--- src/rtl/enc_pkg.sv ---
`default_nettype none
// +------------------------------------------------------------------------+
// | enc_pkg                                                                |
// | Shared state type and constants for the Pmod ENC quadrature front-end. |
// | Revision: 1.0                                                          |
// +------------------------------------------------------------------------+
package enc_pkg;

  typedef enum logic [2:0] {
    ST_IDLE = 3'd0,
    ST_CW1  = 3'd1,
    ST_CW2  = 3'd2,
    ST_CW3  = 3'd3,
    ST_CCW1 = 3'd4,
    ST_CCW2 = 3'd5,
    ST_CCW3 = 3'd6,
    ST_ERR  = 3'd7
  } quad_state_t;

  localparam int DEFAULT_DB_CYCLES = 100000;

  localparam logic [1:0] AB_IDLE = 2'b11;
  localparam logic [1:0] AB_BOTH = 2'b00;

  // {A,B} level that a state implies; ERR reports idle so any exit compares against 11
  function automatic logic [1:0] state_ab(input quad_state_t s);
    case (s)
      ST_CW1, ST_CCW3: state_ab = 2'b01;
      ST_CW2, ST_CCW2: state_ab = AB_BOTH;
      ST_CW3, ST_CCW1: state_ab = 2'b10;
      default:         state_ab = AB_IDLE;
    endcase
  endfunction

endpackage
`default_nettype wire

--- src/rtl/enc_debounce.sv ---
`default_nettype none
// +------------------------------------------------------------------------+
// | enc_debounce                                                           |
// | Two-flop synchronizer followed by a stable-count debouncer.            |
// | Revision: 1.0                                                          |
// +------------------------------------------------------------------------+
module enc_debounce
  import enc_pkg::*;
#(
  parameter int   DB_CYCLES = DEFAULT_DB_CYCLES,
  parameter logic RST_VAL   = 1'b0
) (
  input  logic clk,
  input  logic reset,
  input  logic din,
  output logic dout
);

  localparam int               CW     = $clog2(DB_CYCLES);
  localparam logic [CW-1:0]    C_LAST = CW'(DB_CYCLES - 1);

  logic          r_sync1;
  logic          r_sync2;
  logic          r_level;
  logic [CW-1:0] r_cnt;

  always_ff @(posedge clk or posedge reset) begin
    if (reset) begin
      r_sync1 <= RST_VAL;
      r_sync2 <= RST_VAL;
    end else begin
      r_sync1 <= din;
      r_sync2 <= r_sync1;
    end
  end

  // The level only follows after DB_CYCLES consecutive disagreeing samples
  always_ff @(posedge clk or posedge reset) begin
    if (reset) begin
      r_level <= RST_VAL;
      r_cnt   <= '0;
    end else if (r_sync2 == r_level) begin
      r_cnt <= '0;
    end else if (r_cnt == C_LAST) begin
      r_level <= r_sync2;
      r_cnt   <= '0;
    end else begin
      r_cnt <= r_cnt + CW'(1);
    end
  end

  assign dout = r_level;

endmodule
`default_nettype wire

--- src/rtl/enc_quad_decoder.sv ---
`default_nettype none
// +------------------------------------------------------------------------+
// | enc_quad_decoder                                                       |
// | Debounced Pmod ENC front-end: quadrature FSM, position count, ticks.   |
// | Define ENC_X4_EN for x4 decoding (a step on every legal transition).   |
// | Revision: 1.0                                                          |
// +------------------------------------------------------------------------+
module enc_quad_decoder
  import enc_pkg::*;
#(
  parameter int DB_CYCLES = DEFAULT_DB_CYCLES,
  parameter int CNT_W     = 16
) (
  input  logic             clk,
  input  logic             reset,
  input  logic             ja_a,
  input  logic             ja_b,
  input  logic             ja_btn,
  input  logic             ja_sw,
  input  logic             clr,
  output logic             step_tick,
  output logic             step_dir,
  output logic [CNT_W-1:0] position,
  output logic             btn_level,
  output logic             btn_tick,
  output logic             sw_level,
  output logic             err_tick
);

`ifdef ENC_X4_EN
  localparam logic C_X4 = 1'b1;
`else
  localparam logic C_X4 = 1'b0;
`endif

  logic        w_a;
  logic        w_b;
  logic [1:0]  w_ab;
  logic [1:0]  w_chg;

  quad_state_t r_state;
  quad_state_t w_state_nxt;
  logic        w_legal;
  logic        w_complete;
  logic        w_cw;
  logic        w_step;
  logic        w_err;
  logic        r_btn_d;

  enc_debounce #(.DB_CYCLES(DB_CYCLES), .RST_VAL(1'b1)) u_db_a (
    .clk(clk), .reset(reset), .din(ja_a), .dout(w_a)
  );
  enc_debounce #(.DB_CYCLES(DB_CYCLES), .RST_VAL(1'b1)) u_db_b (
    .clk(clk), .reset(reset), .din(ja_b), .dout(w_b)
  );
  enc_debounce #(.DB_CYCLES(DB_CYCLES), .RST_VAL(1'b0)) u_db_btn (
    .clk(clk), .reset(reset), .din(ja_btn), .dout(btn_level)
  );
  enc_debounce #(.DB_CYCLES(DB_CYCLES), .RST_VAL(1'b0)) u_db_sw (
    .clk(clk), .reset(reset), .din(ja_sw), .dout(sw_level)
  );

  assign w_ab  = {w_a, w_b};
  assign w_chg = w_ab ^ state_ab(r_state);

  always_ff @(posedge clk or posedge reset) begin
    if (reset) begin
      r_state <= ST_IDLE;
    end else begin
      r_state <= w_state_nxt;
    end
  end

  // Each non-ERR state pins down {A,B}, so a two-bit difference is an illegal jump
  always_comb begin
    w_state_nxt = r_state;
    w_legal     = 1'b0;
    w_complete  = 1'b0;
    w_cw        = 1'b0;
    w_err       = 1'b0;
    if (r_state == ST_ERR) begin
      if (w_ab == AB_IDLE) begin
        w_state_nxt = ST_IDLE;
      end
    end else if (w_chg == 2'b11) begin
      w_state_nxt = ST_ERR;
      w_err       = 1'b1;
    end else if (w_chg != 2'b00) begin
      w_legal = 1'b1;
      case (r_state)
        ST_IDLE: begin
          w_cw        = (w_ab == 2'b01);
          w_state_nxt = w_cw ? ST_CW1 : ST_CCW1;
        end
        ST_CW1: begin
          w_cw        = (w_ab == AB_BOTH);
          w_state_nxt = w_cw ? ST_CW2 : ST_IDLE;
        end
        ST_CW2: begin
          w_cw        = (w_ab == 2'b10);
          w_state_nxt = w_cw ? ST_CW3 : ST_CW1;
        end
        ST_CW3: begin
          w_cw        = (w_ab == AB_IDLE);
          w_complete  = w_cw;
          w_state_nxt = w_cw ? ST_IDLE : ST_CW2;
        end
        ST_CCW1: begin
          w_cw        = (w_ab == AB_IDLE);
          w_state_nxt = w_cw ? ST_IDLE : ST_CCW2;
        end
        ST_CCW2: begin
          w_cw        = (w_ab == 2'b10);
          w_state_nxt = w_cw ? ST_CCW1 : ST_CCW3;
        end
        ST_CCW3: begin
          w_cw        = (w_ab == AB_BOTH);
          w_complete  = !w_cw;
          w_state_nxt = w_cw ? ST_CCW2 : ST_IDLE;
        end
        default: begin
          w_state_nxt = ST_IDLE;
        end
      endcase
    end
  end

  assign w_step = w_legal & (C_X4 | w_complete);

  always_ff @(posedge clk or posedge reset) begin
    if (reset) begin
      step_tick <= 1'b0;
      step_dir  <= 1'b0;
      position  <= '0;
      err_tick  <= 1'b0;
      btn_tick  <= 1'b0;
      r_btn_d   <= 1'b0;
    end else begin
      step_tick <= w_step;
      err_tick  <= w_err;
      btn_tick  <= btn_level & ~r_btn_d;
      r_btn_d   <= btn_level;
      if (w_step) begin
        step_dir <= w_cw;
      end
      // clear takes priority over a coincident step; the tick still fires
      if (clr) begin
        position <= '0;
      end else if (w_step) begin
        position <= w_cw ? position + CNT_W'(1) : position - CNT_W'(1);
      end
    end
  end

endmodule
`default_nettype wire

--- config.mk ---
export PLATFORM = sky130hd
export DESIGN_NAME = enc_quad_decoder
export DESIGN_NICKNAME = d
export VERILOG_FILES = /design/src/rtl/enc_pkg.sv /design/src/rtl/enc_debounce.sv /design/src/rtl/enc_quad_decoder.sv
export SDC_FILE = /design/constraint.sdc
export NUM_CORES = 1
export LEC_CHECK = 0
export CELL_PAD_IN_SITES_DETAIL_PLACEMENT = 1
export CELL_PAD_IN_SITES_GLOBAL_PLACEMENT = 2
export CORE_MARGIN = 5
export CORE_UTILIZATION = 40
export CTS_CLUSTER_SIZE = 20
export DETAILED_ROUTE_END_ITERATION = 7
export GPL_ROUTABILITY_DRIVEN = 0
export PLACE_DENSITY_LB_ADDON = 0.1
export SETUP_SLACK_MARGIN = 0.5
export SKIP_CTS_REPAIR_TIMING = 1
export SYNTH_ARGS = -nofsm -noshare
export SYNTH_HDL_FRONTEND = slang
export SYNTH_SLANG_ARGS = --single-unit
--- constraint.sdc ---
create_clock -name clk -period 10.9 [get_ports clk]
set_input_delay 2.18 -clock clk [delete_from_list [all_inputs] [get_ports clk]]
set_output_delay 2.18 -clock clk [all_outputs]
set_load 0.02 [all_outputs]
* Yosys cells after proc, flatten, opt, wreduce, memory -nomap -nowiden
Cells that the tools add are included.
** Operators by class
- Equal/unequal tests :: 20
- Add/sub/neg operators :: 6
- Reduce and logical (&&, ||, !) cells :: 14
- Bitwise logic cells :: 8
- Multiplexer cells :: 37
** Operators with widths (number)
- 17-bit 2-to-1 mux :: 8
- 17-bit by 1-bit adder with 17-bit output, second input constant :: 4
- 17-bit equality test, second input constant :: 4
- 16-bit 2-to-1 mux :: 3
- 3-bit 2-to-1 mux :: 7
- 3-bit case mux with 7 select lines :: 1
- 16-bit by 1-bit adder with 16-bit output, second input constant :: 1
- 16-bit by 1-bit subtractor with 16-bit output, second input constant :: 1
- 3-bit equality test, second input constant :: 4
- 1-bit 2-to-1 mux :: 11
- 2-bit AND reduction :: 5
- 2-bit 2-to-1 mux :: 4
- 2-bit equality test, second input constant :: 3
- 3-bit by 2-bit equality test with 1-bit output, second input constant :: 2
- 2-bit case mux with 3 select lines :: 1
- 2-bit OR reduction :: 3
- 1-bit NOT :: 5
- 1-bit equality test :: 4
- 1-bit case mux with 4 select lines :: 1
- 2-bit nonzero test :: 2
- 3-bit by 1-bit equality test with 1-bit output, second input constant :: 1
- 3-bit zero test :: 1
- 3-bit nonzero test :: 1
- 1-bit bitwise AND :: 2
- other kinds (6) :: 6
** Storage, ports and cells
- Register bits :: 104
- Logic and storage cells :: 108
- Output and inout port bits :: 22

* Longest topological paths before layout
Gate-level depths: netlist of run 1.
- Depth after elaboration :: 11
- Gate-level depth with buffers :: 18

* By module
Synthesis of run 1 repeated with hierarchy kept, for this count alone.
** Second synthesis, totals
- Cell total of the unflattened synthesis :: 594
- Area total of the unflattened synthesis :: 5843.1 µm²
** Modules (own cells, without submodules)
- enc_quad_decoder :: cells each 238, area each 2082.0 µm², seq. area each 600.6 µm², instances 1
- enc_debounce at u_db_a ... :: cells each 89, area each 942.2 µm², seq. area each 504.2 µm², instances 2
- enc_debounce at u_db_btn ... :: cells each 89, area each 938.4 µm², seq. area each 500.5 µm², instances 2

* Worst setup path after synthesis of run 1
Ideal clock, no wire load.
- Path kind :: register -> register
- Start :: reg r_state[0]
- End :: reg position[15]
- Setup time :: 0.066 ns
- Stages on the path, launching flop included :: 19
- Data required time :: 10.834 ns
- Path buffers :: 1
- Setup slack :: 6.694 ns
- Period minus slack after synthesis :: 4.206 ns
- Data arrival time :: 4.140 ns
- Path through :: dfrtp_1 > inv_1 > ha_1 > clkbuf_1 > or3_1 > o31ai_1 > xnor2_1 > inv_1 > ha_1 > a211o_1 > nor2_1 > nand4_4 > ha_1 > a21o_1 > nand3b_1 > o221a_2 > a2111oi_0 > and4bb_1 > nand2_1
** On the way
- Cells in the longest elaborated chain, start to end :: 11
- Elaborated cells between the ends (all ways) :: 31
** Ends and longest elaborated chain
- start: declaration :: line enc_quad_decoder.sv:41 : quad_state_t r_state;
- start signal: assignment :: line enc_quad_decoder.sv:70 : r_state <= w_state_nxt;
- 3-bit equality test, or another cell as far along :: line enc_pkg.sv:27, enc_quad_decoder.sv:90
- 2-bit OR reduction (no source line)
- 2-bit case mux with 3 select lines :: line enc_pkg.sv:27 : case (s)
- 2-bit bitwise XOR :: line enc_quad_decoder.sv:64 : assign w_chg = w_ab ^ state_ab(r_state);
- 2-bit nonzero test :: line enc_quad_decoder.sv:88 : end else if (w_chg != 2'b00) begin
- 1-bit 2-to-1 mux :: line enc_quad_decoder.sv:88
- 1-bit 2-to-1 mux :: line enc_quad_decoder.sv:85 : end else if (w_chg == 2'b11) begin
- 1-bit 2-to-1 mux :: line enc_quad_decoder.sv:81 : if (r_state == ST_ERR) begin
- 16-bit 2-to-1 mux :: line enc_quad_decoder.sv:150 : position <= w_cw ? position + CNT_W'(1) : position - CNT_W'(1);
- 16-bit 2-to-1 mux :: line enc_quad_decoder.sv:149 : end else if (w_step) begin
- 16-bit 2-to-1 mux :: line enc_quad_decoder.sv:147 : if (clr) begin
- end signal: assignment :: line enc_quad_decoder.sv:150
- end: declaration :: line enc_quad_decoder.sv:23 : output logic [CNT_W-1:0] position,
Parallel ways exist; a longest one is shown, timed or not. The select of a mux whose other input is x is not followed.
A chain may end at the register's enable or synchronous reset.

* Final worst setup path of run 1
- Start :: reg r_state[0]
- End :: reg position[14]
Same word-level chain as after synthesis.

==> results.json, run 1 <==
{
  "core_area_sq_mm": 0.0139,
  "vias": 4158,
  "p_leak_nw": 2.73,
  "ios": 29,
  "worstSetupPathType": "reg -> reg",
  "drc_errors": 0,
  "drive_gt1_share_pct": 5.87,
  "crit_path_top_delay_cell": "ha_1",
  "antenna_found_initial": 0,
  "endpoint_kind": "flip-flop",
  "regArea_sq_mm": 0.00261,
  "n_antenna_cell": 0,
  "cts_tree": "done",
  "path_buf_inv": 2,
  "clk_path_buf_depth": 2,
  "fmax_ghz": 0.210,
  "postLayoutCoreUtil_pct": 46.0,
  "seq_power_share_pct": 53.1,
  "synth_edf_count": 0,
  "required_ps": 11100,
  "grt-ovfl-total": 0,
  "tns_ps": 0,
  "nNetsFinal": 646,
  "root_buffer": "clkbuf_16",
  "hold_violations": 0,
  "ir_drop_mv": 0.112,
  "grt_use_total_pct": 15.3,
  "avgRoutedWirePerCell_um": 14.8,
  "startpoint_type": "flip-flop",
  "die-area_sq_mm": 0.0166,
  "htreeDepth": 3,
  "rsz0062_at_grt": "false",
  "place_inst": 777,
  "cp.arrival_ps": 4960,
  "switching_share_pct": 22.5,
  "drt_iter0_markers": 115,
  "hold_class": "reg -> reg",
  "skew_ps": 6.83,
  "p_total_w": 0.000745,
  "fin_cells": 793,
  "finalSetupViolCount": 0,
  "port_buffers": 28,
  "power_switching_w": 0.000168,
  "power.density_mw_per_mm2": 117,
  "crit_top_cell": "ha_1",
  "synth_warnings": 0,
  "synthArstFlopShare_pct": 100,
  "maxSlewHeadroom_pct": 42.2,
  "syn_area_sq_mm": 0.00565,
  "die_x_um": 129,
  "drt_first_pass_iters": 4,
  "netlist_top_cells_count": "98 x dfrtp_1, 96 x nor2_1, 56 x nand2_1, 43 x xor2_1, 35 x xnor2_1",
  "clk-insertion-delay-late_ps": 350,
  "status": "complete, no violations",
  "finalCritPeriodShare_pct": 43.6,
  "synth_nets": 622,
  "grt_max_degree": 68,
  "cp_top_family": "compound AO/OA/AOI/OAI gates",
  "grt_pass1_vias": 4418,
  "ys_seq_elements": 104,
  "maxCapViolations": 0,
  "worstMarginPinSlew_ps": 865,
  "synth_top_area_cell": "dfrtp_1",
  "ys_types": 55,
  "synthesis.instances": 584,
  "ys.flop_type": "dfrtp_1",
  "syn2layout_area_growth_pct": 12.9,
  "dpl.hpwl_um": 8370,
  "drt-total-wl_um": 11700,
  "synth_top_cell_area_share_pct": 43.4,
  "nFillCells": 1574,
  "cts_made_buffers": 9,
  "start_util_pct": 40.7,
  "ant_nets": 0,
  "grt_first_pass_wirelength_um": 20700,
  "dp_slack_ps": 6080,
  "yosys-top-cells-area": "dfrtp_1 43%, xor2_1 6.7%, ha_1 6.6%",
  "crit_fanout": 23,
  "rows": 43,
  "die_y_um": 129,
  "cts.sinks": 104,
  "multi_input_area_sq_mm": 0.00288,
  "yosysSeqAreaShare_pct": 46.2,
  "routed_via_density": 5.24,
  "p_int_w": 0.000577,
  "setup_ws_ps": 6140,
  "power_frac_comb_pct": 3.1,
  "drv_slew": 0,
  "avgSynthCellArea_sq_um": 9.68,
  "crit_path_max_incr_delay_ps": 460,
  "finalCriticalPeriod_ps": 4760,
  "path_cells": "inv_1 -> ha_1 -> nor2_1 -> or3_1 -> o31ai_1 -> xnor2_1 -> inv_1 -> ha_1 -> a211o_1 -> nor2_1 -> nand4_4 -> ha_1 -> a21o_1 -> a31o_2 -> o21ai_0 -> a32o_1 -> xor2_1 -> o31ai_1",
  "synth_most_common_cell": "dfrtp_1",
  "p_clk_share_pct": 43.8,
  "clk_pin_slew_ps": 70
}
[state kept, by name (all words and copies together), names as in the netlist, 3 cells and up]
signal,count
u_db_sw.r_cnt,17
u_db_b.r_cnt,17
position,16
u_db_a.r_cnt,17
r_state,3
u_db_btn.r_cnt,17
[layer usage]
layer	global-route usage, %	up-vias	part of all wire (%)
li1	-	2073	-
met1	19.0	2042	46
met2	26.6	33	50
met3	4.28	10	3.1
met4	3.15	0	0.94
met5	0	-	0
[power by group through the flow]
stage	Combinational [W]	Sequential (W)	Clock, W
global route	0.0000275	0.000396	0.000356
detailed placement	0.0000248	0.000403	0
floorplan	0.0000167	0.000402	0
CTS	0.0000247	0.000396	0.000342
finish	0.0000232	0.000396	0.000326
global placement	0.0000234	0.000403	0
[layout by cell type, fill, tap and decap left out, drive strengths merged, types with 2 or more instances in the layout]
cell           synthesis  routed
and3                   9       9
nand2b                 5       5
a31oi                  3       3
clkdlybuf4s50          0      28
a211oi                 5       5
o21ai                 12      12
and4                   4       4
nor4b                  2       2
and2                   2       2
and4b                  2       2
o31ai                  4       4
xnor2                 35      35
nor4                   6       6
nand3b                 2       2
nor3                  13      13
nor2b                  3       3
a211o                  3       3
dfstp                  6       6
mux2                   4       4
inv                   19      21
or2                    2       2
clkbuf                 9       9
o211ai                 6       6
dfrtp                 98      98
clkinv                 1       5
mux2i                  2       2
nand3                 26      26
nand4                 17      17
ha                    30      30
a21o                   7       7
or3                    2       2
nand2                 56      56
a21oi                 25      25
nor2                  96      96
a32o                   3       3
xor2                  43      43
[path summary, 6_finish.rpt]
kind | startpoint | end | slack, ps | cells after the start
worst min-delay path | u_db_sw.r_sync1$_DFF_PP0_ | u_db_sw.r_sync2$_DFF_PP0_ | 350 | 0
worst max-delay path | r_state[0]$_DFFE_PP0P_ | position[14]$_DFFE_PP0P_ | 6140 | 18
max in group asynchronous | reset | u_db_b.r_cnt[7]$_DFF_PP0_ | 7460 | 3
worst min register to register | u_db_sw.r_sync1$_DFF_PP0_ | u_db_sw.r_sync2$_DFF_PP0_ | 350 | 0
min in group asynchronous | reset | u_db_a.r_cnt[1]$_DFF_PP0_ | 2210 | 2
worst max register to register | r_state[0]$_DFFE_PP0P_ | position[14]$_DFFE_PP0P_ | 6140 | 18
[cell type report]
class,count,share of cell area [%]
Clock buffer,9,3.53
Timing Repair Buffer,29,4.51
Sequential cell,104,40.9
Inverter,20,1.29
Clock inverter,7,1.10
Multi-Input combinational cell,444,45.1
Tap cell,180,3.53
[logic make-up (layout without fill, tap and decap cells)]
family,after synthesis,after routing,share of synthesized area (%)
XOR/XNOR,78,78,12.1
flip-flops,104,104,46.2
AND/OR/NAND/NOR,249,249,21.1
adder cells (fa/ha/maj),31,31,7.00
multiplexers,7,7,1.55
AO/OA/AOI/OAI,79,79,9.21
buffers and inverters,36,65,2.86
[per-stage QoR]
step,hold slack (ps),cell area [sq um]
finish,348,6380
detailed placement,336,6080
global placement,332,6080
floorplan,331,5650
global route,360,6380
CTS,352,6380
No activity file was read; power rests on OpenSTA's default activity.
==> run 2, diff against run 1 <==
- CORE_UTILIZATION: 40 -> 39
- clock period: 10.9 -> 4.91 ns (I/O delays scaled with it)
==> results.json, run 2 (synthesized netlist as in run 1, its figures left out) <==
{
  "min_from": "u_db_btn.r_sync1$_DFF_PP0_",
  "root_buffer": "clkbuf_16",
  "required_ps": 5200,
  "grt-ovfl-total": 0,
  "grt_pass1_vias": 4473,
  "final_common_cell": "dfrtp_1",
  "grt_first_pass_wirelength_um": 21400,
  "drc_errors": 0,
  "syn2layout_area_growth_pct": 15.7,
  "place_inst": 785,
  "reg2reg_depth": 19,
  "clk_path_buf_depth": 2,
  "drv_slew": 0,
  "maxSlewHeadroom_pct": 41.8,
  "cp.arrival_ps": 4430,
  "crit_path_max_incr_delay_ps": 450,
  "skew_ps": 8.86,
  "crit_top_cell": "ha_2",
  "drive_gt1_share_pct": 9.34,
  "hold_violations": 0,
  "finalCriticalPeriod_ps": 4140,
  "hold_class": "reg -> reg",
  "endpoint_kind": "flip-flop",
  "startpoint_type": "flip-flop",
  "tns_ps": 0,
  "path_cells": "inv_2 -> ha_2 -> nor2_1 -> or3_1 -> o31ai_1 -> xnor2_1 -> inv_1 -> ha_2 -> a211o_1 -> nor2_4 -> nand4_4 -> buf_8 -> ha_1 -> a21oi_2 -> nand3b_1 -> o221a_2 -> a2111oi_2 -> and4bb_1 -> nand2_1",
  "r2r_end": "position[15]$_DFFE_PP0P_",
  "critPathLaunch": "r_state[1]$_DFFE_PP0P_",
  "clk-insertion-delay-late_ps": 350,
  "hold_depth": 0,
  "fmax_ghz": 0.242,
  "ant_nets": 0,
  "dpl.hpwl_um": 8790,
  "fin_cells": 805,
  "crit_fanout": 8,
  "antenna_found_initial": 0,
  "htreeDepth": 3,
  "rows": 44,
  "die_x_um": 130,
  "ios": 29,
  "grt_use_total_pct": 15.5,
  "worstSetupPathType": "reg -> reg",
  "core_area_sq_mm": 0.0144,
  "postLayoutCoreUtil_pct": 45.5,
  "avgRoutedWirePerCell_um": 15.2,
  "status": "complete, no violations",
  "cts_made_buffers": 9,
  "worstMarginPinSlew_ps": 870,
  "maxCapViolations": 0,
  "layout_common_cells": "96 x dfrtp_1, 95 x nor2_1, 56 x nand2_1, 43 x xor2_1, 35 x xnor2_1",
  "finalSetupViolCount": 0,
  "die-area_sq_mm": 0.0170,
  "cts_tree": "done",
  "drt-total-wl_um": 12200,
  "rsz0062_at_grt": "true",
  "vias": 4180,
  "die_y_um": 130,
  "drt_first_pass_iters": 4,
  "nNetsFinal": 654,
  "ir_drop_mv": 0.179,
  "start_util_pct": 39.3,
  "crit_path_top_delay_cell": "dfrtp_2",
  "hold_ws_ps": 350,
  "p_total_w": 0.00168,
  "holdPathEnd": "u_db_btn.r_sync2$_DFF_PP0_",
  "n_antenna_cell": 0,
  "power.density_mw_per_mm2": 257,
  "r2r_start": "r_state[1]$_DFFE_PP0P_",
  "clk_pin_slew_ps": 70,
  "grt_max_degree": 52,
  "p_leak_nw": 2.76,
  "routed_via_density": 5.19,
  "finalCritPeriodShare_pct": 84.3,
  "drt_iter0_markers": 142,
  "port_buffers": 28,
  "r2r_setup_slack_ps": 770,
  "cts.sinks": 104
}
run 2: changes by cell type in the layout (fill, tap and decap cells not counted), moves of 2 or more:
cell / before / now
o21ai_2: 0 / 2
a21oi_2: 0 / 2
ha_1: 30 / 25
clkinv_2: 4 / 0
a21oi_1: 25 / 23
ha_2: 0 / 4
o21ai_0: 11 / 9
dfrtp_2: 0 / 2
inv_1: 18 / 16
clkbuf_1: 0 / 2
clkbuf_8: 0 / 2
dfrtp_1: 98 / 96
inv_2: 0 / 2
buf_4: 1 / 7
run 2: critical path: cells and delay by family, from the launching register on:
| family | cells | cell delay (ps) |
|---|---|---|
| XOR/XNOR | 1 | 190 |
| buffers and inverters | 3 | 380 |
| flip-flops | 1 | 450 |
| AO/OA/AOI/OAI | 5 | 1190 |
| adder cells (fa/ha/maj) | 3 | 750 |
| AND/OR/NAND/NOR | 7 | 1100 |
run 2: how the worst max path moves through the flow:
stage / end / slack [ps] / cells after the start
6_report: position[15]$_DFFE_PP0P_ / 770 / 19
5_1_grt: position[15]$_DFFE_PP0P_ / 410 / 19
4_1_cts: position[10]$_DFFE_PP0P_ / 270 / 18
3_5_place_dp: position[10]$_DFFE_PP0P_ / 310 / 18
3_3_place_gp: position[14]$_DFFE_PP0P_ / 450 / 17
2_1_floorplan: position[15]$_DFFE_PP0P_ / 700 / 18
run 2: metal layers:
metal	track usage [%]	vias to the layer above	wire length (um)
li1	-	2074	-
met1	19.6	2060	5740
met2	26.5	36	6020
met3	3.85	10	326
met4	4.05	0	138
met5	0	-	0
run 2: metrics by stage:
stage | setup slack [ps] | cell area [sq um]
floorplan | 704 | 5650
global placement | 447 | 6120
detailed placement | 308 | 6120
CTS | 275 | 6430
global route | 408 | 6540
finish | 773 | 6540
run 2: cell type report:
type,instances,area [sq um]
Sequential cell,104,2610
Clock buffer,13,260
Clock inverter,3,47.5
Fill cell,1646,7830
Tap cell,184,230
Inverter,20,82.6
Multi-Input combinational cell,445,2960
Timing Repair Buffer,36,348
run 2: power by group:
| part | switching (W) | internal (W) |
|---|---|---|
| Clock | 0.000321 | 0.000427 |
| Sequential | 0.00000961 | 0.000869 |
| Combinational | 0.0000364 | 0.0000152 |
